File: src/rtl/divider_result_buffer.sv
// Result collector for the restoring-divider cell chain: a show-ahead FIFO
// that captures non-stallable results and grants launch credits by occupancy.
module divider_result_buffer #(
  parameter int QW    = 8,
  parameter int RW    = 4,
  parameter int DEPTH = 4
) (
  input  logic                     clk,
  input  logic                     rstn,
  input  logic                     issue,
  output logic                     credit_ok,
  input  logic                     res_rdy,
  input  logic [QW-1:0]            res_quot,
  input  logic [RW-1:0]            res_rem,
  output logic                     out_valid,
  input  logic                     out_ready,
  output logic [QW-1:0]            out_quot,
  output logic [RW-1:0]            out_rem,
  output logic [$clog2(DEPTH):0]   count,
  output logic                     err_ovf,
  output logic                     err_credit
);

  localparam int AW = $clog2(DEPTH);
  localparam int CW = AW + 1;
  localparam int IW = AW + 2;
  localparam int EW = QW + RW;

  logic [EW-1:0] mem [DEPTH];
  logic [AW-1:0] wr_ptr;
  logic [AW-1:0] rd_ptr;
  logic [IW-1:0] inflight;
  logic [EW-1:0] head;
  logic [IW:0]   occupancy;
  logic          push;
  logic          pop;

  // Saturating up/down step for the in-flight counter.
  function automatic logic [IW-1:0] sat_inflight(input logic [IW-1:0] cur,
                                                 input logic inc,
                                                 input logic dec);
    logic [IW-1:0] nxt;
    nxt = cur;
    if (inc && !dec && (cur != {IW{1'b1}})) nxt = cur + IW'(1);
    if (dec && !inc && (cur != '0))          nxt = cur - IW'(1);
    return nxt;
  endfunction

  assign out_valid = (count != '0);
  assign pop       = out_valid && out_ready;
  assign push      = res_rdy && ((count < CW'(DEPTH)) || pop);

  // Credit looks only at registered state so a same-cycle pop never frees a slot early.
  assign occupancy = {1'b0, IW'(count)} + {1'b0, inflight};
  assign credit_ok = (occupancy < (IW+1)'(DEPTH));

  assign head     = mem[rd_ptr];
  assign out_quot = out_valid ? head[EW-1:RW] : '0;
  assign out_rem  = out_valid ? head[RW-1:0]  : '0;

  always_ff @(posedge clk) begin
    if (push) mem[wr_ptr] <= {res_quot, res_rem};
  end

  always_ff @(posedge clk or negedge rstn) begin
    if (!rstn) begin
      wr_ptr     <= '0;
      rd_ptr     <= '0;
      count      <= '0;
      inflight   <= '0;
      err_ovf    <= 1'b0;
      err_credit <= 1'b0;
    end else begin
      if (push) wr_ptr <= wr_ptr + AW'(1);
      if (pop)  rd_ptr <= rd_ptr + AW'(1);
      case ({push, pop})
        2'b10:   count <= count + CW'(1);
        2'b01:   count <= count - CW'(1);
        default: count <= count;
      endcase
      inflight <= sat_inflight(inflight, issue, res_rdy);
      if (res_rdy && !push)      err_ovf    <= 1'b1;
      if (issue && !credit_ok)   err_credit <= 1'b1;
    end
  end

endmodule

File: config.mk
export PLATFORM = sky130hd
export DESIGN_NAME = divider_result_buffer
export DESIGN_NICKNAME = d
export VERILOG_FILES = /design/src/rtl/divider_result_buffer.sv
export SDC_FILE = /design/constraint.sdc
export NUM_CORES = 1
export LEC_CHECK = 0
export BUFFER_PORTS_ARGS = -buffer_cell sky130_fd_sc_hd__buf_2
export CAP_MARGIN = 20
export CORE_MARGIN = 1.5
export CORE_UTILIZATION = 30
export CTS_BUF_LIST = sky130_fd_sc_hd__clkbuf_8
export DETAILED_ROUTE_END_ITERATION = 10
export PLACE_DENSITY = 0.49
export SYNTH_ARGS = -nofsm -noshare
export SYNTH_HDL_FRONTEND = slang
export SYNTH_SLANG_ARGS = --single-unit
File: constraint.sdc
create_clock -name clk -period 3.2 [get_ports clk]
set_input_delay 0.64 -clock clk [delete_from_list [all_inputs] [get_ports clk]]
set_output_delay 0.64 -clock clk [all_outputs]
set_load 0.02 [all_outputs]
==> out/qor.txt, run 1 <==
Status - completed
Tot GR Track Use - 0.119
Wire length per cell - 15.8 um
Final Hold Viols - 0
Setup-failing EPs final - 0
Post-DP HPWL - 3.17 mm
FP Rows - 33
Post-synth EDFFs - 48
Comb power frac - 0.354
First DRT Iteration DRCs - 52
Worst-margin pin slew - 0.704 ns
Cells after synthesis - 148
Setup Buffers After CTS - 0
CP max FO - 5
Post-synthesis area per instance - 17.6 um2
Yosys cell types - 29
Reg clk slew, reported paths - 0.07 ns
Worst setup EP type - output pin
Final Core Density - 0.377
CTS tree - built
Slew HR - 0.531
First-pass GRT wire length - 7.73 mm
WL final - 4.76 mm
Fin. max-slew vios - 0
Critical Path RT - 2.56 ns
RSZ-0062 raised after global routing - false
# H-tree levels - 3
Worst hold-check path type - input pin to async pin
Period minus WS final - 2.64 ns
Port bufs - 35
Ports - 36
Fmax - 378 MHz
Vias - 1355
GPL Wtd Cong - 0.746
Switching Share - 0.335
Residual DRC - 0
Synthesized cell area - 2600 um2
Core area - 8300 um2
Leakage - 1.21 nW
CP arrival - 2.00 ns
Reg power frac - 0.384
Max-cap violations - 0
Predominant post-synthesis flop cell - edfxtp_1
Layout area overhead - 20.4%
PD cells - 984 nW/um2
Setup CP Type - flip-flop to output pin
Tot Pwr - 0.00308 W
Die Y - 96.1 um
Layout cells sized above 1 - 0.342
Later-pin clock latency in the skew report - 0.33 ns
Syn Nets - 176
Clock Path Buffers - 2
Drt first pass iters - 2
Drt via density - 4.50
Cts bufs inserted - 9
Pin count of the biggest net entering global routing - 15
Initial Util - 0.313
Max incr delay on CP - 0.51 ns
Fin crit share - 0.826
Die width - 96.1 um
Crit start category - flip-flop
Sequential element share of the synthesized area - 0.680
Int Pwr - 0.00205 W
CP bufs+invs - 1
CP top delay family - simple AND/OR/NAND/NOR gates
Vias in the first global route - 1534
Synthesized flop and latch total - 61
VDD IR max - 424 uV
Clock sinks - 61
Ys async rst share - 0.213
Remaining Overflow, GRT - 0
Clock power share - 0.262
Final antenna-violating net count - 0
Post-CTS Hold Fix Bufs - 0
Crit-path cells - ha_1 > or4_1 > a31oi_1 > buf_2
Fin Hold WS - 0.196 ns
Initial antenna violation count - 0
Synth warn - 0
CP max-delay cell - or4_1
Clk_skew - 0.00665 ns
Antenna cells - 0
Setup TNS - 0 ns
Sw power - 0.00103 W
Die area - 9230 um2
Layout net count - 219
Post-cts sizing count - 0
Clk root buf - clkbuf_8
[registers in the layout (all words and copies together) (netlist names)]
register,cells
mem,48
inflight,4
count,3
rd_ptr,2
wr_ptr,2
err_credit,1
err_ovf,1
[power groups by stage]
stage | registers (W) | clock network (W) | logic [W]
floorplan | 0.00116 | 0 | 0.000816
global placement | 0.00120 | 0 | 0.00109
detailed placement | 0.00120 | 0 | 0.00112
CTS | 0.00119 | 0.000829 | 0.00112
global route | 0.00121 | 0.000864 | 0.00122
finish | 0.00118 | 0.000807 | 0.00109
[routing by layer]
metal / up-vias / wire [um] / GRT usage
li1: 635 / - / -
met1: 677 / 1920 / 0.129
met2: 32 / 2510 / 0.214
met3: 11 / 231 / 0.0276
met4: 0 / 100 / 0.0662
met5: - / 0 / 0
[kinds of logic (layout without fill, tap and decap cells)]
logic type,after synthesis,count (layout),share of synthesized area
flip-flops,61,61,0.680
AND/OR/NAND/NOR,30,30,0.0722
buffers and inverters,15,63,0.0241
adder cells (fa/ha/maj),11,11,0.0587
multiplexers,15,15,0.117
AO/OA/AOI/OAI,7,7,0.0173
XOR/XNOR,9,9,0.0303
[cells in the mapped netlist (3+ instances only)]
library cell | count | share of area
xor2_1 | 4 | 0.013
inv_1 | 11 | 0.016
dfrtp_1 | 13 | 0.13
and2_1 | 14 | 0.034
edfxtp_1 | 48 | 0.55
ha_1 | 9 | 0.043
and3_1 | 4 | 0.0096
nand2_1 | 3 | 0.0043
mux4_2 | 12 | 0.10
xnor2_1 | 5 | 0.017
[cell type report]
type | count | area (um2)
Clock inverter | 7 | 114
Clock buffer | 9 | 124
Multi-Input combinational cell | 72 | 769
Timing Repair Buffer | 36 | 183
Tap cell | 105 | 131
Inverter | 11 | 41.3
Fill cell | 785 | 5170
Sequential cell | 61 | 1770
[cell usage in the layout (no fill, tap or decap), drive strengths merged]
master | synthesis | final
or3 | 1 | 1
fa | 2 | 2
mux2 | 1 | 1
nand4 | 1 | 1
clkbuf | 1 | 9
and3 | 4 | 4
a31oi | 1 | 1
edfxtp | 48 | 48
o21bai | 2 | 2
ha | 9 | 9
dfrtp | 13 | 13
and2 | 14 | 14
xor2 | 4 | 4
nand2 | 4 | 4
a21oi | 1 | 1
nand2b | 1 | 1
mux2i | 2 | 2
xnor2 | 5 | 5
nor2 | 1 | 1
o21ai | 2 | 2
mux4 | 12 | 12
or4 | 2 | 2
bufinv | 0 | 3
a21o | 1 | 1
buf | 3 | 36
clkinv | 0 | 2
inv | 11 | 11
nand3 | 2 | 2
clkinvlp | 0 | 2
[worst paths after layout]
path / slack [ns] / end / start / depth (start not counted)
worst max-delay path: 0.56 / credit_ok / count[2] / 4
min in group clk: 0.48 / err_credit / err_credit / 1
max in group asynchronous: 2.76 / count[0] / rstn / 1
worst min-delay path: 0.20 / inflight[3] / rstn / 1
worst max register to register: 0.87 / count[1] / count[1] / 6
worst min register to register: 0.48 / err_credit / err_credit / 1
[stage by stage]
stage / setup WS [ns] / cell area (um2) / cells
CTS: 0.528 / 3130 / 301
detailed placement: 0.780 / 2890 / 285
global route: 0.477 / 3130 / 301
global placement: 0.882 / 2890 / 285
floorplan: 0.850 / 2600 / 148
finish: 0.557 / 3130 / 301
(Power assumes the default switching activity.)
==> run 2: changes to the inputs <==
Settings changed: PLACE_DENSITY 0.49 to 0.51.
Clock period 3.2 ns to 2.4 ns, I/O delays scaled along.
==> out/qor.txt, run 2 (same netlist as run 1, synthesis figures left out) <==
CP max-delay cell - or4_4
Remaining Overflow, GRT - 0 (unchanged)
Pin count of the biggest net entering global routing - 14 (-1)
Worst hold-check path type - input pin to async pin
Max-cap violations - 0 (unchanged)
Final antenna-violating net count - 0 (unchanged)
Layout net count - 231 (+5.5%)
Initial Util - 0.313 (unchanged)
Cell Count Post-Placement - 294 (+3.2%)
GPL Wtd Cong - 0.765 (+2.6%)
Setup CP Type - flip-flop to output pin
Setup TNS - 0 ns (unchanged)
Ports - 36 (unchanged)
Drt first pass iters - 4 (+2)
# H-tree levels - 3 (unchanged)
Crit. Startpoint - count[1]
Antenna cells - 0 (unchanged)
Commonest cells after routing, fill and taps aside - 48 x edfxtp_1, 34 x buf_2, 14 x and2_1
CTS tree - built
Leakage - 1.25 nW (+3.1%)
Worst-margin pin slew - 0.337 ns (-0.367 ns)
CP top delay family - simple AND/OR/NAND/NOR gates
Residual DRC - 0 (unchanged)
Post-DP HPWL - 3.12 mm (-1.7%)
Period minus WS final - 2.31 ns
Slew HR - 0.775 (+0.245)
Fin. max-slew vios - 0 (unchanged)
First-pass GRT wire length - 7.50 mm (-3.0%)
Max incr delay on CP - 0.54 ns (+0.03 ns)
Final Core Density - 0.385 (+0.00829)
Clock Path Buffers - 2 (unchanged)
Drt via density - 4.42 (-1.9%)
Clock sinks - 61 (unchanged)
Most common cell after layout, fill and taps aside - edfxtp_1
Top reg by flops - mem
Largest register FFs - 48 (unchanged)
Final Hold Viols - 0 (unchanged)
Tot Pwr - 0.00397 W (+29%)
Biggest regs - mem (48), inflight (4), count (3)
Worst setup EP type - output pin
Flop2flop setup slack - 0.16 ns (-0.71 ns)
CP arrival - 1.83 ns (-0.17 ns)
Tot GR Track Use - 0.117 (-0.00277)
Die area - 9230 um2 (unchanged)
Layout area overhead - 23.1%
PD cells - 1240 nW/um2 (+26%)
Status - completed
Die width - 96.1 um (unchanged)
Reg clk slew, reported paths - 0.07 ns (about the same)
Fin Hold WS - 0.0375 ns (-0.159 ns)
Critical Path RT - 1.92 ns (-0.64 ns)
Crit start category - flip-flop
Reg2Reg Depth - 8 (+2)
WL final - 4.61 mm (-3.1%)
Core area - 8300 um2 (unchanged)
VDD IR max - 509 uV (+20%)
CP Capture Point - credit_ok
Clk_skew - 0.00501 ns (-0.00164 ns)
RR Endpoint - inflight[3]
Later-pin clock latency in the skew report - 0.33 ns (about the same)
Wire length per cell - 14.7 um (-6.8%)
FP Rows - 33 (unchanged)
Critical path depth - 4 (unchanged)
Worst reg2reg startpoint - inflight[0]
Fmax - 433 MHz
Setup-failing EPs final - 0 (unchanged)
Initial antenna violation count - 0 (unchanged)
RSZ-0062 raised after global routing - false
Layout cells sized above 1 - 0.404 (+0.0620)
CP bufs+invs - 1 (unchanged)
Vias - 1382 (+2.0%)
CP max FO - 5 (unchanged)
First DRT Iteration DRCs - 52 (unchanged)
Cts bufs inserted - 9 (unchanged)
Clk root buf - clkbuf_8
Crit-path cells - ha_1 > or4_4 > a31oi_4 > buf_4
Port bufs - 35 (unchanged)
Die Y - 96.1 um (unchanged)
Final Non-Filler Cells - 313 (+4.0%)
Fin crit share - 0.963
Vias in the first global route - 1466 (-4.4%)
run 2: cell count changes in the layout (fill, tap and decap cells not counted), moves of 2 or more:
cell / before / now
buf_12: 0 / 2
buf_4: 1 / 12
clkinv_2: 1 / 3
bufinv_16: 3 / 0
dfrtp_1: 13 / 10
dfrtp_2: 0 / 3
run 2: through the flow:
stage / cell area, um2 / setup slack [ns]
2_1_floorplan: 2600 / 0.210
3_3_place_gp: 2980 / 0.231
3_5_place_dp: 2980 / 0.173
4_1_cts: 3180 / 0.00816
5_1_grt: 3200 / 0.0155
6_report: 3200 / 0.0883
run 2: how the worst min path moves through the flow:
stage | start | endpoint | slack (ns) | cells after the start
3_5_place_dp | rstn | inflight[1] | 0.40 | 1
5_1_grt | rstn | inflight[3] | 0.04 | 1
6_report | rstn | inflight[2] | 0.04 | 1
2_1_floorplan | rstn | count[0] | 0.18 | 0
3_3_place_gp | rstn | inflight[1] | 0.40 | 1
4_1_cts | rstn | inflight[1] | 0.02 | 1
run 2: layer usage:
layer / vias up / track usage / wire [um]
met4: 0 / 0.0625 / 65
met2: 35 / 0.194 / 2270
met5: - / 0 / 0
li1: 664 / - / -
met1: 677 / 0.133 / 2040
met3: 6 / 0.0363 / 237
run 2: cell type report:
| cell class | instances | area, um2 |
|---|---|---|
| Clock buffer | 9 | 124 |
| Inverter | 11 | 41.3 |
| Clock inverter | 7 | 42.5 |
| Sequential cell | 61 | 1770 |
| Fill cell | 767 | 5100 |
| Multi-Input combinational cell | 72 | 788 |
| Tap cell | 105 | 131 |
| Timing Repair Buffer | 48 | 300 |
run 2: power by group:
part | total (W) | switching (W) | leakage, nW | internal, W
Combinational | 0.00166 | 0.000849 | 0.584 | 0.000814
Clock | 0.000748 | 0.000383 | 0.0824 | 0.000365
Sequential | 0.00155 | 0.000159 | 0.582 | 0.00140
run 2: what timing repair did:
action / CTS / global route
pin swaps: 1 / 0
gates resized for setup: 3 / 4
buffers inserted: 3 / 1
endpoints found under the setup margin: 1 / 1
hold buffers: 0 / 0
